<file path="src/rtl/valu_pkg.sv">
// Shared encodings for the vector ALU decode and sequencing logic.
package valu_pkg;

  localparam logic [6:0] OPC_OPV   = 7'b1010111;
  localparam logic [6:0] OPC_LOAD  = 7'b0000111;
  localparam logic [6:0] OPC_STORE = 7'b0100111;

  localparam logic [5:0] F6_ADD    = 6'b000000;
  localparam logic [5:0] F6_SUB    = 6'b000010;
  localparam logic [5:0] F6_RSUB   = 6'b000011;
  localparam logic [5:0] F6_MINU   = 6'b000100;
  localparam logic [5:0] F6_MIN    = 6'b000101;
  localparam logic [5:0] F6_MAXU   = 6'b000110;
  localparam logic [5:0] F6_MAX    = 6'b000111;
  localparam logic [5:0] F6_AND    = 6'b001001;
  localparam logic [5:0] F6_OR     = 6'b001010;
  localparam logic [5:0] F6_XOR    = 6'b001011;
  localparam logic [5:0] F6_MERGE  = 6'b010111;
  localparam logic [5:0] F6_MSEQ   = 6'b011000;
  localparam logic [5:0] F6_MSNE   = 6'b011001;
  localparam logic [5:0] F6_MSLTU  = 6'b011010;
  localparam logic [5:0] F6_MSLT   = 6'b011011;
  localparam logic [5:0] F6_MSLEU  = 6'b011100;
  localparam logic [5:0] F6_MSLE   = 6'b011101;
  localparam logic [5:0] F6_MSGTU  = 6'b011110;
  localparam logic [5:0] F6_MSGT   = 6'b011111;
  localparam logic [5:0] F6_SLL    = 6'b100101;
  localparam logic [5:0] F6_SRL    = 6'b101000;
  localparam logic [5:0] F6_SRA    = 6'b101001;
  // Highest funct6 accepted on the load/store opcodes.
  localparam logic [5:0] F6_MEM_MAX = 6'b000010;

  typedef enum logic [4:0] {
    SEL_ADD   = 5'd0,
    SEL_SUB   = 5'd1,
    SEL_RSUB  = 5'd2,
    SEL_AND   = 5'd3,
    SEL_OR    = 5'd4,
    SEL_XOR   = 5'd5,
    SEL_SLL   = 5'd6,
    SEL_SRL   = 5'd7,
    SEL_SRA   = 5'd8,
    SEL_MSEQ  = 5'd9,
    SEL_MSNE  = 5'd10,
    SEL_MSLTU = 5'd11,
    SEL_MSLT  = 5'd12,
    SEL_MSLEU = 5'd13,
    SEL_MSLE  = 5'd14,
    SEL_MSGTU = 5'd15,
    SEL_MSGT  = 5'd16,
    SEL_MINU  = 5'd17,
    SEL_MIN   = 5'd18,
    SEL_MAXU  = 5'd19,
    SEL_MAX   = 5'd20,
    SEL_MERGE = 5'd21
  } valu_sel_e;

  typedef enum logic [0:0] {
    StIdle,
    StRun
  } state_e;

  function automatic logic sel_is_mask(valu_sel_e sel);
    return (sel >= SEL_MSEQ) && (sel <= SEL_MSGT);
  endfunction

endpackage

</file>
<file path="src/rtl/valu_decode.sv">
// Combinational opcode/funct6 decoder; unsupported encodings raise illegal and select add.
module valu_decode
  import valu_pkg::*;
(
  input  logic [6:0] opcode,
  input  logic [5:0] funct,
  output valu_sel_e  sel,
  output logic       is_mask,
  output logic       is_mem,
  output logic       illegal
);

  always_comb begin
    sel     = SEL_ADD;
    is_mem  = 1'b0;
    illegal = 1'b0;
    if (opcode == OPC_OPV) begin
      case (funct)
        F6_ADD:   sel = SEL_ADD;
        F6_SUB:   sel = SEL_SUB;
        F6_RSUB:  sel = SEL_RSUB;
        F6_AND:   sel = SEL_AND;
        F6_OR:    sel = SEL_OR;
        F6_XOR:   sel = SEL_XOR;
        F6_SLL:   sel = SEL_SLL;
        F6_SRL:   sel = SEL_SRL;
        F6_SRA:   sel = SEL_SRA;
        F6_MSEQ:  sel = SEL_MSEQ;
        F6_MSNE:  sel = SEL_MSNE;
        F6_MSLTU: sel = SEL_MSLTU;
        F6_MSLT:  sel = SEL_MSLT;
        F6_MSLEU: sel = SEL_MSLEU;
        F6_MSLE:  sel = SEL_MSLE;
        F6_MSGTU: sel = SEL_MSGTU;
        F6_MSGT:  sel = SEL_MSGT;
        F6_MINU:  sel = SEL_MINU;
        F6_MIN:   sel = SEL_MIN;
        F6_MAXU:  sel = SEL_MAXU;
        F6_MAX:   sel = SEL_MAX;
        F6_MERGE: sel = SEL_MERGE;
        default:  illegal = 1'b1;
      endcase
    end else if ((opcode == OPC_LOAD) || (opcode == OPC_STORE)) begin
      if (funct <= F6_MEM_MAX) begin
        is_mem = 1'b1;
      end else begin
        illegal = 1'b1;
      end
    end else begin
      illegal = 1'b1;
    end
    is_mask = sel_is_mask(sel);
  end

endmodule

</file>
<file path="src/rtl/valu_sequencer.sv">
// Accepts one vector instruction, decodes it and streams LANES-wide groups with tail enables.
module valu_sequencer
  import valu_pkg::*;
#(
  parameter int unsigned LANES = 4,
  parameter int unsigned VLMAX = 32,
  parameter int unsigned VL_W  = $clog2(VLMAX + 1),
  parameter int unsigned GRP_W = (VLMAX / LANES > 1) ? $clog2(VLMAX / LANES) : 1
) (
  input  logic             clk,
  input  logic             rst,
  input  logic             in_valid,
  output logic             in_ready,
  input  logic [6:0]       opcode,
  input  logic [5:0]       funct,
  input  logic [VL_W-1:0]  vl,
  output logic             grp_valid,
  input  logic             grp_ready,
  output logic [4:0]       valuSel,
  output logic [GRP_W-1:0] grp_idx,
  output logic [LANES-1:0] lane_en,
  output logic             grp_last,
  output logic             is_mask,
  output logic             is_mem,
  output logic             done,
  output logic             illegal
);

  valu_sel_e dec_sel;
  logic      dec_mask, dec_mem, dec_illegal;

  valu_decode u_decode (
    .opcode  (opcode),
    .funct   (funct),
    .sel     (dec_sel),
    .is_mask (dec_mask),
    .is_mem  (dec_mem),
    .illegal (dec_illegal)
  );

  state_e           state_q, state_d;
  valu_sel_e        sel_q, sel_d;
  logic             mask_q, mask_d, mem_q, mem_d;
  logic             done_q, done_d, illegal_q, illegal_d;
  logic [VL_W-1:0]  veff, veff_q, veff_d;
  logic [GRP_W-1:0] idx_q, idx_d, last_q, last_d;
  logic [31:0]      base;
  logic             run;

  assign veff = (vl > VL_W'(VLMAX)) ? VL_W'(VLMAX) : vl;

  always_comb begin
    state_d   = state_q;
    sel_d     = sel_q;
    mask_d    = mask_q;
    mem_d     = mem_q;
    veff_d    = veff_q;
    idx_d     = idx_q;
    last_d    = last_q;
    done_d    = 1'b0;
    illegal_d = 1'b0;
    case (state_q)
      StIdle: begin
        if (in_valid) begin
          sel_d  = dec_sel;
          mask_d = dec_mask;
          mem_d  = dec_mem;
          veff_d = veff;
          idx_d  = '0;
          // Index of the final group, ceil(veff/LANES)-1; unused when veff is zero.
          last_d = GRP_W'((32'(veff) - 32'd1) / LANES);
          if (dec_illegal) begin
            illegal_d = 1'b1;
          end else if (veff == '0) begin
            done_d = 1'b1;
          end else begin
            state_d = StRun;
          end
        end
      end
      StRun: begin
        if (grp_ready) begin
          if (idx_q == last_q) begin
            state_d = StIdle;
            done_d  = 1'b1;
            idx_d   = '0;
          end else begin
            idx_d = idx_q + 1'b1;
          end
        end
      end
      default: state_d = StIdle;
    endcase
  end

  always_ff @(posedge clk) begin
    if (rst) begin
      state_q   <= StIdle;
      sel_q     <= SEL_ADD;
      mask_q    <= 1'b0;
      mem_q     <= 1'b0;
      veff_q    <= '0;
      idx_q     <= '0;
      last_q    <= '0;
      done_q    <= 1'b0;
      illegal_q <= 1'b0;
    end else begin
      state_q   <= state_d;
      sel_q     <= sel_d;
      mask_q    <= mask_d;
      mem_q     <= mem_d;
      veff_q    <= veff_d;
      idx_q     <= idx_d;
      last_q    <= last_d;
      done_q    <= done_d;
      illegal_q <= illegal_d;
    end
  end

  // Group outputs derive only from registered state, so they hold across a stall.
  assign run  = (state_q == StRun);
  assign base = 32'(idx_q) * LANES;

  for (genvar i = 0; i < LANES; i++) begin : g_lane
    assign lane_en[i] = run && ((base + 32'(i)) < 32'(veff_q));
  end

  assign in_ready  = (state_q == StIdle);
  assign grp_valid = run;
  assign grp_last  = run && (idx_q == last_q);
  assign grp_idx   = idx_q;
  assign valuSel   = sel_q;
  assign is_mask   = mask_q;
  assign is_mem    = mem_q;
  assign done      = done_q;
  assign illegal   = illegal_q;

endmodule

</file>
<file path="config.mk">
export PLATFORM = sky130hd
export DESIGN_NAME = valu_sequencer
export DESIGN_NICKNAME = d
export VERILOG_FILES = /design/src/rtl/valu_pkg.sv /design/src/rtl/valu_decode.sv /design/src/rtl/valu_sequencer.sv
export SDC_FILE = /design/constraint.sdc
export NUM_CORES = 1
export LEC_CHECK = 0
export CORE_MARGIN = 3
export CORE_UTILIZATION = 52
export DETAILED_ROUTE_END_ITERATION = 10
export PLACE_DENSITY = 0.85
export RECOVER_POWER = 25
export SLEW_MARGIN = 30
export SYNTH_ARGS = -nofsm -noshare
export SYNTH_HDL_FRONTEND = slang
export SYNTH_SLANG_ARGS = --single-unit
export TNS_END_PERCENT = 10
</file>
<file path="constraint.sdc">
create_clock -name clk -period 2.83 [get_ports clk]
set_input_delay 0.849 -clock clk [delete_from_list [all_inputs] [get_ports clk]]
set_output_delay 0.849 -clock clk [all_outputs]
set_load 0.03 [all_outputs]
</file>
### Word-level counts from Yosys, hierarchy flattened

Index checks and enable logic that the tools add are counted.

* add/subtract/negate cells: 5
* $mul: 0
* divide/modulo/power cells: 0
* magnitude comparators: 8
* eq/ne operators: 27
* shift operators: 0
* mux-type cells: 27
* bitwise gates (word level): 2
* reductions and logical operators: 13

Operator list (number)
* one-hot mux 5 bit (21 select lines): 1
* equality test 6 x 5 -> 1 bit (second input constant): 9
* equality test 6 x 3 -> 1 bit (second input constant): 4
* OR reduction 22 bit: 1
* equality test 6 x 4 -> 1 bit (second input constant): 3
* equality test 6 bit (second input constant): 3
* less-than comparator 6 bit: 3
* two-way mux 1 bit: 18
* adder 5 x 2 -> 6 bit (second input constant): 2
* equality test 6 x 2 -> 1 bit (second input constant): 2
* zero test 6 bit: 2
* two-way mux 3 bit: 3
* equality test 7 x 3 -> 1 bit (second input constant): 1
* equality test 7 x 6 -> 1 bit (second input constant): 1
* equality test 7 bit (second input constant): 1
* adder 5 x 1 -> 6 bit (second input constant): 1
* greater-than comparator 6 bit (second input constant): 1
* <= comparator 6 x 2 -> 1 bit (second input constant): 1
* logical AND 1 bit: 6
* less-than comparator 5 x 6 -> 1 bit: 1
* two-way mux 6 bit: 1
* one-hot mux 3 bit (2 select lines): 1
* >= comparator 5 x 4 -> 1 bit (second input constant): 1
* <= comparator 5 bit (second input constant): 1
* other kinds (10): 14

* register bits: 22
* bits in latches: 0
* RAM bits: 0
* bits in read-only memories: 0
* bits of input ports: 23
* output and inout bits: 19
* word-level logic and storage cells: 91
* memories kept: 0

### Logic depth before layout (Yosys ltp)

Gate-level depths: netlist (run 1).

* depth in word-level cells: 7
* depth in mapped cells: 8
* mapped depth without buffers: 6

### By module

Synthesis (run 1) repeated with hierarchy kept, for this count alone.

* cell total of the unflattened synthesis: 206
* area, all modules: 1585.3 µm²

By module, submodules not included
* valu_sequencer: instances 1, cells each 133, area each 1117.3 µm², seq. area each 440.4 µm²
* valu_decode: instances 1, cells each 73, area each 467.9 µm², seq. area each 0.0 µm²

### Worst setup path after synthesis (run 1)

OpenSTA, ideal clock, no wires.

* path type: reg2out
* from: reg state_q, in the netlist grp_valid
* to: out grp_last
* arrival: 1.929 ns
* data required time: 1.981 ns
* path slack: 0.052 ns
* cell stages (with the launch flop): 4
* path through: dfxtp_1 clkbuf_1 inv_2 nor4_1

* word-level cells in the longest chain between the ends: 1

Ends and longest elaborated chain
* from (decl): RTL line valu_sequencer.sv:41 `state_e state_q, state_d;`
* from (signal assigned): RTL line valu_sequencer.sv:98 `state_q <= StIdle;`
* from (signal assigned): RTL line valu_sequencer.sv:108 `state_q <= state_d;`
* logical AND 1 bit: RTL line valu_sequencer.sv:130 `assign grp_last = run && (idx_q == last_q);`
* to (decl): RTL line valu_sequencer.sv:22 `output logic grp_last,`

No other way between the ends.

### Worst setup path in the final report (run 1)

* from: reg idx_q[1], in the netlist grp_idx[1]
* to: out lane_en[2]

* word-level cells in the longest chain between the ends: 3

Ends and longest elaborated chain
* from (decl): RTL line valu_sequencer.sv:46 `logic [GRP_W-1:0] idx_q, idx_d, last_q, last_d;`
* from (signal assigned): RTL line valu_sequencer.sv:113 `idx_q <= idx_d;`
* adder 5 x 2 -> 6 bit: RTL line valu_sequencer.sv:125 `assign lane_en[i] = run && ((base + 32'(i)) < 32'(veff_q));`
* less-than comparator 6 bit: RTL line valu_sequencer.sv:125
* logical AND 1 bit: RTL line valu_sequencer.sv:125
* to (decl): RTL line valu_sequencer.sv:21 `output logic [LANES-1:0] lane_en,`

No other way between the ends.

==> results of run 1 <==
==> synth_stat cells (2+ instances only) <==
library cell	n	share of area (%)
nand2b_1	6	2.4
o21ai_0	3	0.96
nand3_1	3	0.96
nand3b_1	7	3.4
clkbuf_1	4	0.96
nor3_1	11	3.5
dfxtp_1	22	28
a211oi_1	2	0.96
ha_1	5	4.0
buf_6	3	2.2
a22oi_1	9	4.3
nor2_1	23	5.5
a21oi_1	18	5.8
nor4_1	2	0.80
and3_1	2	0.80
nor2b_1	4	1.6
inv_1	7	1.7
o21a_1	2	0.96
nor3b_1	3	1.4
xnor2_1	2	1.1
o22ai_1	2	0.80
nand4b_1	2	1.1
buf_4	5	2.4
xor2_1	5	2.8
and2b_1	2	0.96
or2b_1	2	0.96
nand2_1	14	3.4
==> worst max path at each step <==
stage | from | endpoint | slack (ns) | cells after the start
6_report | grp_idx[1] | lane_en[2] | 0.14 | 5
2_1_floorplan | grp_valid | grp_last | 0.05 | 3
4_1_cts | grp_idx[1] | lane_en[0] | 0.09 | 5
5_1_grt | grp_idx[1] | lane_en[1] | 0.003 | 5
3_3_place_gp | funct[1] | is_mask | 0.01 | 8
3_5_place_dp | funct[4] | is_mask | 0.002 | 8
==> registers in the layout, indices dropped and copies added, names as in the netlist <==
name,count
is_mask,1
grp_idx,3
veff_q,6
grp_valid,1
done,1
illegal,1
last_q,3
valuSel,5
is_mem,1
==> worst max-delay path, cell delays in order (launching register included) <==
cell,delay [ns]
dfxtp_1,0.44
ha_1,0.29
a21oi_1,0.15
o221ai_1,0.15
nor2_1,0.13
clkdlybuf4s15_1,0.37
==> report_power, final <==
part | switching, mW | internal [mW] | total, mW | leakage, nW
clock network | 0.0895 | 0.143 | 0.233 | 0.0279
logic | 0.0787 | 0.0830 | 0.162 | 0.599
registers | 0.00550 | 0.317 | 0.323 | 0.179
total | 0.174 | 0.543 | 0.717 | 0.806
==> what timing repair did <==
| item | in CTS | in global routing |
|---|---|---|
| cloned | 0 | 0 |
| setup endpoints to repair | 5 | 3 |
| gates resized for setup | 5 | 4 |
==> area by class of cell <==
cell class / count / area [um2] / share of cell area, %
clock buffer: 3 / 22.5 / 1.08
clock inverter: 1 / 30.0 / 1.45
timing repair buffer: 57 / 528 / 25.4
tap: 31 / 38.8 / 1.87
sequential: 22 / 440 / 21.2
inverter: 8 / 30.0 / 1.45
multi-input combinational: 154 / 986 / 47.5
==> per-stage QoR <==
stage          util (%)  hold slack [ns]
6_report           74.0            0.462
5_1_grt            74.0            0.475
4_1_cts            74.3            0.463
3_5_place_dp       72.7            0.447
3_3_place_gp       72.7            0.438
2_1_floorplan         -            0.432
==> cell families (layout without fill, tap and decap cells) <==
logic type / after synthesis / after routing
and+or+nand+nor: 93 / 93
AOI/OAI and AO/OA: 48 / 48
DFF: 22 / 22
buffers and inverters: 22 / 69
xor gates and xnor gates: 7 / 7
adders and majority gates: 5 / 5
muxes: 1 / 1
==> layer usage <==
| metal | up-vias | track usage [%] |
|---|---|---|
| met2 | 45 | 42.7 |
| met1 | 710 | 27.8 |
| li1 | 801 | - |
| met3 | 4 | 3.19 |
| met5 | - | 0 |
| met4 | 0 | 6.81 |
==> run_results.csv, run 1 <==
group,metric,value,unit
synth,synth_top_family_by_area,"simple AND/OR/NAND/NOR gates",
sta,slew_violations,0,
drt,via_count,1560,
drt,viasPerCell,5.65,
synth,ys_async_sr_fraction,0,%
worst_hold_path,worstHoldStart,"veff_q[4]",
clock_tree,htree_levels,1,
grt,grt.total_usage,23.2,%
clock_tree,clock_sinks,22,
floorplanning,io-pin-count,42,
clock_tree,postCtsSetupRepairBufs,0,
worst_setup_path,cp-end-kind,"output port",
worst_hold_path,hold_path_class,"flip-flop to flip-flop",
sta,setup_viol,0,
final_layout,n_antenna_cell,0,
synth,synth_mux_area_share,0.641,%
synth,ys_ff_latch,22,
final_layout,fin_cells,276,
drt,remaining_drc_errors,0,
placement,gp_congestion,0.896,
drt,drt-total-wl,3850,um
final_layout,drive_gt1_share,12.7,%
placement,pre_cts_ws,0.00217,ns
drt,wl_per_cell,14.0,um
grt,grt_antenna_before_repair,0,
worst_setup_path,crit_type,"flip-flop to output port",
placement,hpwl,3060,um
final_layout,nets,274,
power_and_ir_drop,total_power,717,uW
worst_hold_path,hold-path-cell-count,2,
power_and_ir_drop,power.leakage,0.806,nW
sta,relSlewSlack,52.4,%
clock_tree,root_buffer,"clkbuf_4",
flow_run,cap_violations,0,
drt,dr.pass1.iters,4,
worst_setup_path,rr_worst_depth,7,
sta,min_period,2.69,ns
placement,port_buffers,41,
drt,ant_nets,0,
synth,synthCells,198,
clock_tree,insertion_delay,0.30,ns
sta,fin_crit_sh,94.9,%
synth,synth_edf_count,0,
synth,syn-cell-area,0.00156,mm2
worst_hold_path,holdPathEnd,"veff_q[4]",
worst_setup_path,critPathLaunchType,"flip-flop",
floorplanning,die-area,0.00370,mm2
drt,met1_length,1650,um
synth,synth_compound_area_share,20.4,%
synth,synth_xor_area_share,3.93,%
synth,syn_avg_cell_area,7.89,um2
floorplanning,core_area,0.00281,mm2
sta,fmax,0.372,GHz
sta,tns,0,ns
floorplanning,die_h,60.8,um
worst_setup_path,reg2reg_from,"grp_idx[0]",
synth,synth_ff_type,"dfxtp_1",
worst_setup_path,cp_max_fo,5,
clock_tree,clockBufferDepth,2,
sta,tightest_slew,0.713,ns
final_layout,fillCellCount,212,
worst_setup_path,worstPathRequired,1.98,ns
clock_tree,cts.clk_slew.worst_paths,0.12,ns
power_and_ir_drop,p_per_area,345,mW/mm2
drt,wl_met3,182,um
worst_setup_path,r2r-end,"grp_idx[2]",
drt,highest_layer,"met4",
synth,synth-adder-area-share,4.01,%
grt,grt_overflow_total,0,
synth,synthSimpleGateAreaFrac,34.1,%
sta,worst_slack,0.144,ns
synth,yosysSeqAreaShare,28.2,%
grt,grt_max_degree,24,
placement,place_area,0.00204,mm2
final_layout,design_area,0.00208,mm2
synth,synth_cell_types,55,
synth,ys_warn_count,0,
sta,rsz0062_at_grt,"no",
floorplanning,die_x,60.8,um
clock_tree,postCtsHoldBufs,0,
final_layout,area_delta_synth_final,32.9,%
worst_setup_path,arrival,1.84,ns
grt,grt_first_pass_wirelength,6580,um
floorplanning,start_util,55.7,%
grt,grt_pass1_vias,1558,
sta,finClkSkew,0.0120,ns
drt,drt_iter0_drc,79,
clock_tree,cts_buffers,3,
synth,syn-num-nets,226,
status,status,"complete, no violations",
drt,wl_met2,1980,um
clock_tree,tritoncts,"built",
sta,hold_viol,0,
worst_setup_path,rrSetupSlack,1.18,ns
placement,place_inst,272,
power_and_ir_drop,ir_worst_vdd,0.283,mV
final_layout,layout_commonest_cell,"clkdlybuf4s50_1",
final_layout,mostFrequentLayoutCells,"clkdlybuf4s50_1 (35), nor2_1 (23), dfxtp_1 (22)",
floorplanning,rows,19,
Note: power is estimated with default switching activity, not from simulation.
==> run 2, diff against run 1 <==
--- a/config.mk
+++ b/config.mk
@@ -5,7 +5,7 @@
 export SDC_FILE = /design/constraint.sdc
 export NUM_CORES = 1
 export LEC_CHECK = 0
-export CORE_MARGIN = 3
+export CORE_ASPECT_RATIO = 1.4
 export CORE_UTILIZATION = 52
 export DETAILED_ROUTE_END_ITERATION = 10
 export PLACE_DENSITY = 0.85
==> run_results.csv, run 2 (same netlist as run 1, synthesis figures left out) <==
group,metric,value,unit
status,status,"complete, no violations",
clock_tree,postCtsSetupRepairBufs,0,
grt,grt_first_pass_wirelength,6260,um
placement,port_buffers,41,
final_layout,fillCellCount,216,
drt,wl_per_cell,13.8,um
clock_tree,htree_levels,1,
worst_setup_path,arrival,1.85,ns
power_and_ir_drop,p_per_area,368,mW/mm2
drt,drt_iter0_drc,49,
sta,fin_crit_sh,95.3,%
floorplanning,die-area,0.00323,mm2
drt,viasPerCell,5.63,
sta,tightest_slew,0.552,ns
sta,rsz0062_at_grt,"no",
flow_run,cap_violations,0,
placement,place_inst,280,
sta,fmax,0.371,GHz
sta,slew_violations,0,
final_layout,largest_reg_flops,6,
clock_tree,root_buffer,"clkbuf_8",
clock_tree,clock_sinks,22,
final_layout,mostFrequentLayoutCells,"clkdlybuf4s50_1 (35), nor2_1 (23), dfxtp_1 (22)",
drt,via_count,1600,
worst_setup_path,worstPathRequired,1.98,ns
drt,drt-total-wl,3910,um
drt,met1_length,1480,um
clock_tree,tritoncts,"built",
worst_setup_path,cp_max_fo,3,
clock_tree,cts_buffers,3,
clock_tree,clockBufferDepth,2,
placement,gp_congestion,0.852,
grt,grt_max_degree,18,
sta,whs,0.465,ns
worst_setup_path,cp_num_buf_inv,2,
grt,grt_overflow_total,0,
final_layout,n_antenna_cell,0,
floorplanning,io-pin-count,42,
final_layout,fin_cells,284,
worst_setup_path,crit_family,"buffers and inverters",
placement,hpwl,3110,um
final_layout,design_area,0.00211,mm2
final_layout,drive_gt1_share,13.8,%
power_and_ir_drop,ir_worst_vdd,0.273,mV
drt,ant_nets,0,
worst_setup_path,crit_slowest_cell,"dlygate4sd2_1",
final_layout,area_delta_synth_final,35.4,%
power_and_ir_drop,power.leakage,0.855,nW
sta,min_period,2.70,ns
drt,wl_met3,82,um
final_layout,fin_util,74.2,%
worst_setup_path,cp-end-kind,"output port",
drt,dr.pass1.iters,4,
sta,setup_viol,0,
grt,grt_antenna_before_repair,0,
drt,highest_layer,"met4",
worst_setup_path,max_stage_delay,0.40,ns
worst_setup_path,critPathLaunchType,"flip-flop",
floorplanning,die_x,48.3,um
sta,tns,0,ns
sta,hold_viol,0,
floorplanning,start_util,54.8,%
final_layout,layout_commonest_cell,"clkdlybuf4s50_1",
floorplanning,core_area,0.00285,mm2
final_layout,regMostFlops,"veff_q",
worst_setup_path,crit_path_cell_trace,"inv_1, ha_1, a21oi_1, o221ai_1, nor2_1, dlygate4sd2_1",
sta,finClkSkew,0.00202,ns
final_layout,nets,276,
sta,relSlewSlack,63.1,%
grt,grt_pass1_vias,1501,
worst_setup_path,crit_type,"flip-flop to output port",
floorplanning,rows,23,
placement,place_area,0.00205,mm2
drt,remaining_drc_errors,0,
worst_hold_path,hold_path_class,"flip-flop to flip-flop",
clock_tree,insertion_delay,0.27,ns
grt,grt.total_usage,25.5,%
floorplanning,die_h,66.8,um
drt,wl_met2,2250,um
clock_tree,cts.clk_slew.worst_paths,0.08,ns
run 2: cell types whose count changed in the layout (fill, tap and decap cells not counted), sizes merged:
cell	change
clkbuf	-1
dlymetal6s2s	+2
clkdlybuf4s15	-1
dlygate4sd2	-1
buf	+3
run 2: path summary, 6_finish.rpt:
check                     to  cells after the start  slack (ns)        from
setup / recovery  lane_en[2]                      6        0.13   veff_q[3]
hold / removal     veff_q[4]                      2        0.46   veff_q[4]
setup reg to reg  grp_idx[2]                      7        1.18  grp_idx[0]
hold reg to reg    veff_q[4]                      2        0.46   veff_q[4]
run 2: layout make-up:
class | instances | area (um2) | share of cell area, %
Timing Repair Buffer | 59 | 541 | 25.6
Inverter | 8 | 30.0 | 1.42
Sequential cell | 22 | 440 | 20.8
Tap cell | 37 | 46.3 | 2.19
Multi-Input combinational cell | 154 | 986 | 46.6
Clock inverter | 1 | 30.0 | 1.42
Clock buffer | 3 | 41.3 | 1.95
run 2: metrics by stage:
stage	power [mW]	worst slack (ns)
floorplan	0.426	0.0516
global placement	0.487	0.0823
finish	0.779	0.133
global route	0.809	0.0000155
detailed placement	0.491	0.0139
CTS	0.783	0.0192
run 2: worst register-to-register path: stages (launching register included):
cell and delay (ns):
dfxtp_1 0.35, buf_4 0.17, xor2_1 0.17, nor3_1 0.41, or2_2 0.20, nor2_1 0.03, o21ai_0 0.13, a21oi_1 0.08
run 2: where the power goes:
group          total, mW  internal, mW  switching [mW]
registers          0.322         0.317         0.00499
logic              0.163        0.0828          0.0802
clock network      0.294         0.189           0.105
total              0.779         0.589           0.190
run 2: metal layers:
layer	global-route usage (%)	vias up
met4	12.5	0
met5	0	-
met2	54.6	40
met3	2.51	9
met1	23.3	741
li1	-	810
run 2: repair_timing:
item,4_1_cts,5_1_grt
gates resized for setup,3,5
hold buffers,0,0
setup endpoints to repair,3,4
pin swaps,0,0
